===== src/rtl/lsu_pkg.sv =====
// Shared definitions for the load/store controller: funct3 codes, FSM states,
// access-size and legality helpers.
package lsu_pkg;

  localparam logic [2:0] F3_B  = 3'b000;
  localparam logic [2:0] F3_H  = 3'b001;
  localparam logic [2:0] F3_W  = 3'b010;
  localparam logic [2:0] F3_BU = 3'b100;
  localparam logic [2:0] F3_HU = 3'b101;

  typedef enum logic [1:0] {
    IDLE   = 2'd0,
    ACCESS = 2'd1,
    RESP   = 2'd2
  } state_e;

  // Access size in bytes from funct3[1:0]; code 3 is illegal anyway.
  function automatic logic [2:0] size_of(input logic [2:0] funct3);
    case (funct3[1:0])
      2'd0:    size_of = 3'd1;
      2'd1:    size_of = 3'd2;
      default: size_of = 3'd4;
    endcase
  endfunction

  function automatic logic is_legal(input logic we, input logic [2:0] funct3);
    if (we) is_legal = funct3 inside {F3_B, F3_H, F3_W};
    else    is_legal = funct3 inside {F3_B, F3_H, F3_W, F3_BU, F3_HU};
  endfunction

endpackage


===== src/rtl/lsu_load_ext.sv =====
// Sign/zero extension of assembled load data by the request funct3.
module lsu_load_ext
  import lsu_pkg::*;
(
  input  logic [2:0]  i_funct3,
  input  logic [31:0] i_data,
  output logic [31:0] o_data
);

  always_comb begin
    o_data = i_data;
    case (i_funct3)
      F3_B:    o_data = {{24{i_data[7]}}, i_data[7:0]};
      F3_H:    o_data = {{16{i_data[15]}}, i_data[15:0]};
      F3_BU:   o_data = {24'b0, i_data[7:0]};
      F3_HU:   o_data = {16'b0, i_data[15:0]};
      default: o_data = i_data;
    endcase
  end

endmodule


===== src/rtl/lsu_mem_ctrl.sv =====
// Load/store controller between MEM stage and byte-addressable data memory.
// Define LSU_MISALIGN_TRAP_EN to trap misaligned accesses instead of splitting them.
module lsu_mem_ctrl
  import lsu_pkg::*;
#(
  parameter int MEM_BYTES = 4096,
  parameter int ADDR_W    = 32
) (
  input  logic              clk,
  input  logic              rst_n,
  input  logic              req_valid,
  output logic              req_ready,
  input  logic              req_we,
  input  logic [2:0]        req_funct3,
  input  logic [ADDR_W-1:0] req_addr,
  input  logic [31:0]       req_wdata,
  output logic              resp_valid,
  output logic [31:0]       resp_rdata,
  output logic              resp_err,
  output logic              mem_wr_en,
  output logic              mem_rd_en,
  output logic [ADDR_W-1:0] mem_addr,
  output logic [31:0]       mem_wr_data,
  output logic [2:0]        mem_funct3,
  input  logic [31:0]       mem_rd_data,
  output state_e            dbg_state
);

  // Handshake: a request transfers on the rising edge where req_valid and
  // req_ready are both high; req_ready is high only in IDLE, and req_* are
  // sampled only on that edge.

  state_e            r_state;
  state_e            w_next;
  logic              r_we;
  logic [2:0]        r_funct3;
  logic [ADDR_W-1:0] r_addr;
  logic [31:0]       r_wdata;
  logic [1:0]        r_beat;
  logic [1:0]        r_last;
  logic [31:0]       r_asm;
  logic              r_err;
  logic              r_split;

  logic [2:0]        w_size;
  logic [ADDR_W:0]   w_end;
  logic              w_oor;
  logic              w_misal;
  logic              w_req_err;
  logic              w_accept;
  logic              w_last;
  logic [31:0]       w_ext;

  assign w_size   = size_of(req_funct3);
  // One extra bit so an access straddling the top of the address space cannot wrap.
  assign w_end    = {1'b0, req_addr} + (ADDR_W+1)'(w_size) - (ADDR_W+1)'(1);
  assign w_oor    = w_end >= (ADDR_W+1)'(MEM_BYTES);
  assign w_misal  = ((w_size == 3'd2) && req_addr[0]) ||
                    ((w_size == 3'd4) && (req_addr[1:0] != 2'b00));
`ifdef LSU_MISALIGN_TRAP_EN
  assign w_req_err = !is_legal(req_we, req_funct3) || w_oor || w_misal;
`else
  assign w_req_err = !is_legal(req_we, req_funct3) || w_oor;
`endif
  assign w_accept  = req_valid && (r_state == IDLE);
  assign w_last    = !r_split || (r_beat == r_last);
  assign dbg_state = r_state;

  always_ff @(posedge clk or negedge rst_n) begin
    if (!rst_n) r_state <= IDLE;
    else        r_state <= w_next;
  end

  always_comb begin
    w_next      = r_state;
    req_ready   = 1'b0;
    mem_wr_en   = 1'b0;
    mem_rd_en   = 1'b0;
    mem_addr    = '0;
    mem_wr_data = '0;
    mem_funct3  = '0;
    case (r_state)
      IDLE: begin
        req_ready = 1'b1;
        if (req_valid) w_next = w_req_err ? RESP : ACCESS;
      end
      ACCESS: begin
        mem_wr_en = r_we;
        mem_rd_en = !r_we;
        if (r_split) begin
          mem_addr    = r_addr + ADDR_W'(r_beat);
          mem_funct3  = r_we ? F3_B : F3_BU;
          mem_wr_data = {24'b0, r_wdata[{r_beat, 3'b000} +: 8]};
        end else begin
          mem_addr    = r_addr;
          mem_funct3  = r_funct3;
          mem_wr_data = r_wdata;
        end
        if (w_last) w_next = RESP;
      end
      RESP:    w_next = IDLE;
      default: w_next = IDLE;
    endcase
  end

  always_ff @(posedge clk or negedge rst_n) begin
    if (!rst_n) begin
      r_we     <= 1'b0;
      r_funct3 <= '0;
      r_addr   <= '0;
      r_wdata  <= '0;
      r_beat   <= '0;
      r_last   <= '0;
      r_asm    <= '0;
      r_err    <= 1'b0;
      r_split  <= 1'b0;
    end else if (w_accept) begin
      r_we     <= req_we;
      r_funct3 <= req_funct3;
      r_addr   <= req_addr;
      r_wdata  <= req_wdata;
      r_beat   <= '0;
      r_last   <= w_size[1:0] - 2'd1;
      r_asm    <= '0;
      r_err    <= w_req_err;
      r_split  <= w_misal;
    end else if (r_state == ACCESS) begin
      r_beat <= r_beat + 2'd1;
      // Split loads fill the assembly register one little-endian byte per beat.
      if (!r_we) begin
        if (r_split) r_asm[{r_beat, 3'b000} +: 8] <= mem_rd_data[7:0];
        else         r_asm <= mem_rd_data;
      end
    end
  end

  lsu_load_ext u_load_ext (
    .i_funct3 (r_funct3),
    .i_data   (r_asm),
    .o_data   (w_ext)
  );

  assign resp_valid = (r_state == RESP);
  assign resp_err   = resp_valid && r_err;
  assign resp_rdata = (resp_valid && !r_we && !r_err) ? w_ext : 32'h0;

endmodule


===== config.mk =====
export PLATFORM = sky130hd
export DESIGN_NAME = lsu_mem_ctrl
export DESIGN_NICKNAME = d
export VERILOG_FILES = /design/src/rtl/lsu_pkg.sv /design/src/rtl/lsu_load_ext.sv /design/src/rtl/lsu_mem_ctrl.sv
export SDC_FILE = /design/constraint.sdc
export NUM_CORES = 1
export LEC_CHECK = 0
export ABC_AREA = 0
export CAP_MARGIN = 20
export CORE_AREA = 2 2 148 150
export CTS_CLUSTER_SIZE = 24
export DETAILED_ROUTE_END_ITERATION = 8
export DIE_AREA = 0 0 150 152
export PLACE_DENSITY = 0.68
export SLEW_MARGIN = 20
export SYNTH_ARGS = -nofsm -noshare
export SYNTH_HDL_FRONTEND = slang
export SYNTH_SLANG_ARGS = --single-unit

===== constraint.sdc =====
create_clock -name clk -period 6.18 [get_ports clk]
set_clock_uncertainty 0.1 [all_clocks]
set_input_delay 0.618 -clock clk [delete_from_list [all_inputs] [get_ports clk]]
set_output_delay 0.618 -clock clk [all_outputs]
set_load 0.02 [all_outputs]

==> reports/qor.yml <==
wire_per_inst_um: 17.8
rows: 54
synth_seq_cells: 108
ys_seq_area_share_pct: 33.3
rr_worst_depth: 7
p_leak_nw: 4.57
syn-num-nets: 1191
clk_latency_ps: 350
maxSlewViolCount: 0
io-pin-count: 209
end_kind: "output pin"
start_util_pct: 38.0
place_ws_ps: 1850
drive_above_1_share_pct: 5.32
start_kind: "register"
numCtsBuffers: 9
ir_drop_mv: 0.174
cts_tree: "yes"
drc: 0
timing.slew.headroom_pct: 37.5
clockBufferDepth: 2
synth_cell_types: 72
fin_crit_ps: 4630
critical_path_required_ps: 5460
hold_class: "input port to async pin"
synth-edff-count: 0
rsz0062_at_grt: "no"
synth_top_area_share_pct: 33.3
path_clk_slew_ps: 80
setup-violations-final: 0
yosys.area.top_type: "dfrtp_1"
cp.depth: 10
grt_start_max_net_pins: 69
hold_violations: 0
dieArea_sq_um: 22800
totalWireLength_um: 26700
synthArstFlopShare_pct: 100
path_class: "register to output pin"
cp_max_fo: 13
grt_pass1_wl_um: 41800
syn_area_sq_um: 8120
fin_nets: 1361
cap_violations: 0
routed-via-count: 8167
outcome: "complete, no violations"
syn_area_per_cell_sq_um: 7.76
cpLargestDelayFamily: "simple AND/OR/NAND/NOR gates"
cts-hold-fix-buffers: 0
die_w_um: 150
p_per_area_nw_per_um2: 181
postCtsResizedCells: 0
overflow: 0
drt_pass1_iterations: 5
numPortBuffers: 208
syn_to_final_growth_pct: 30.6
crit_path_max_incr_delay_ps: 620
path_buf_inv: 3
die_y_um: 152
cts_root_buffer: "clkbuf_16"
gr-usage-all-layers_pct: 23.0
worstMarginPinSlew_ps: 937
final_util_pct: 49.7
layout_commonest_cell: "clkdlybuf4s50_1"
htree_num_levels: 3
maxClockFrequency_ghz: 0.216
synthTopCellsByArea: "dfrtp_1 33%, nand2_1 9.6%, ha_1 6.2%, o21ai_0 6.0%, a21oi_1 4.7%"
fin_crit_sh_pct: 74.9
worstPathArrival_ps: 3910
finalSetupTns_ps: 0
yosysWarningCount: 0
final_cell_mix: "207 x clkdlybuf4s50_1, 206 x nand2_1, 108 x dfrtp_1, 97 x o21ai_0, 76 x a21oi_1"
post-cts-setup-buffer-count: 0
antenna_found_initial: 0
fin_ws_ps: 1550
slowest_stage: "clkdlybuf4s50_1"
num-fill-cells: 2141
ys.flop_type: "dfrtp_1"
drt_iter0_drc: 579
n_antenna_cell: 0
first_global_vias: 7772
clock_sinks: 108
syn_inst: 1046
coreArea_sq_um: 21400
antenna_left: 0
hpwl_um: 20500
place.gp.congestion: 0.926
path_cells: "inv_1 -> fa_1 -> nor3b_1 -> nand3_1 -> nor2_1 -> buf_4 -> nand2_1 -> or3_1 -> a21oi_1 -> clkdlybuf4s50_1"
viasPerCell: 5.44
-- through the flow --
stage	instances	power [mW]	cell area (sq um)	hold WS (ps)
6_report	1501	1.92	10600	135
5_1_grt	1501	2.03	10600	179
4_1_cts	1501	1.93	10600	153
3_5_place_dp	1485	1.35	10300	358
3_3_place_gp	1485	1.35	10300	353
2_1_floorplan	1046	1.16	8120	222
-- power by group --
| part | switching, mW | internal [mW] | leakage [nW] | total (mW) |
|---|---|---|---|---|
| Combinational | 0.295 | 0.211 | 3.06 | 0.505 |
| Clock | 0.298 | 0.283 | 0.133 | 0.581 |
| Sequential | 0.0680 | 0.767 | 1.38 | 0.835 |
| Total | 0.661 | 1.26 | 4.57 | 1.92 |
-- worst paths after layout --
path / slack (ps) / to / start
min in group clk: 370 / r_wdata[2]$_DFFE_PN0P_ / r_wdata[2]$_DFFE_PN0P_
min reg2reg: 370 / r_wdata[2]$_DFFE_PN0P_ / r_wdata[2]$_DFFE_PN0P_
max: 1550 / mem_addr[24] / r_beat[1]$_DFFE_PN0N_
max in group asynchronous: 4530 / r_wdata[23]$_DFFE_PN0P_ / rst_n
max reg2reg: 3510 / r_asm[16]$_DFFE_PN0P_ / r_split$_DFFE_PN0P_
min: 130 / r_wdata[19]$_DFFE_PN0P_ / rst_n
-- cells in the mapped netlist, types with 15 or more instances --
| master | instances |
|---|---|
| nand2_1 | 207 |
| dfrtp_1 | 108 |
| o21ai_0 | 97 |
| a21oi_1 | 76 |
| inv_1 | 72 |
| nor2_1 | 65 |
| clkbuf_1 | 42 |
| ha_1 | 40 |
| and3_1 | 35 |
| a22oi_1 | 25 |
| and2_1 | 17 |
| xor2_1 | 16 |
| nand4_1 | 15 |
| nor3_1 | 15 |
-- sequential cells by signal, summed over array words and instances, names as in the netlist --
signal and count:
r_addr 32, r_asm 32, r_wdata 32, r_funct3 3, dbg_state 2, r_beat 2, r_last 2, r_err 1
r_split 1, r_we 1
-- layer usage --
layer / vias up / global-route usage (%) / wire (um)
met2: 296 / 37.5 / 12300
met1: 3834 / 31.8 / 12100
met3: 34 / 3.81 / 1770
met4: 0 / 6.02 / 484
li1: 4003 / - / -
met5: - / 0 / 0
-- area by class of cell --
cell class | count | area, sq um | share of cell area (%)
well taps | 280 | 350 | 3.30
inverters | 72 | 270 | 2.55
clock buffers | 10 | 229 | 2.16
repair buffers | 219 | 2160 | 20.4
flip-flops and latches | 108 | 2700 | 25.5
multi-input cells | 806 | 4840 | 45.6
clock inverters | 6 | 55.1 | 0.519
-- cell families after synthesis --
kind of cell	count (synthesis)	synth area share (%)
AND/OR/NAND/NOR	415	24.1
multiplexers	19	2.56
adder cells (fa/ha/maj)	42	6.66
XOR/XNOR	29	3.13
flip-flops	108	33.3
AO/OA/AOI/OAI	301	23.0
buffers and inverters	132	7.24
Power figures use the tool's default switching activity.
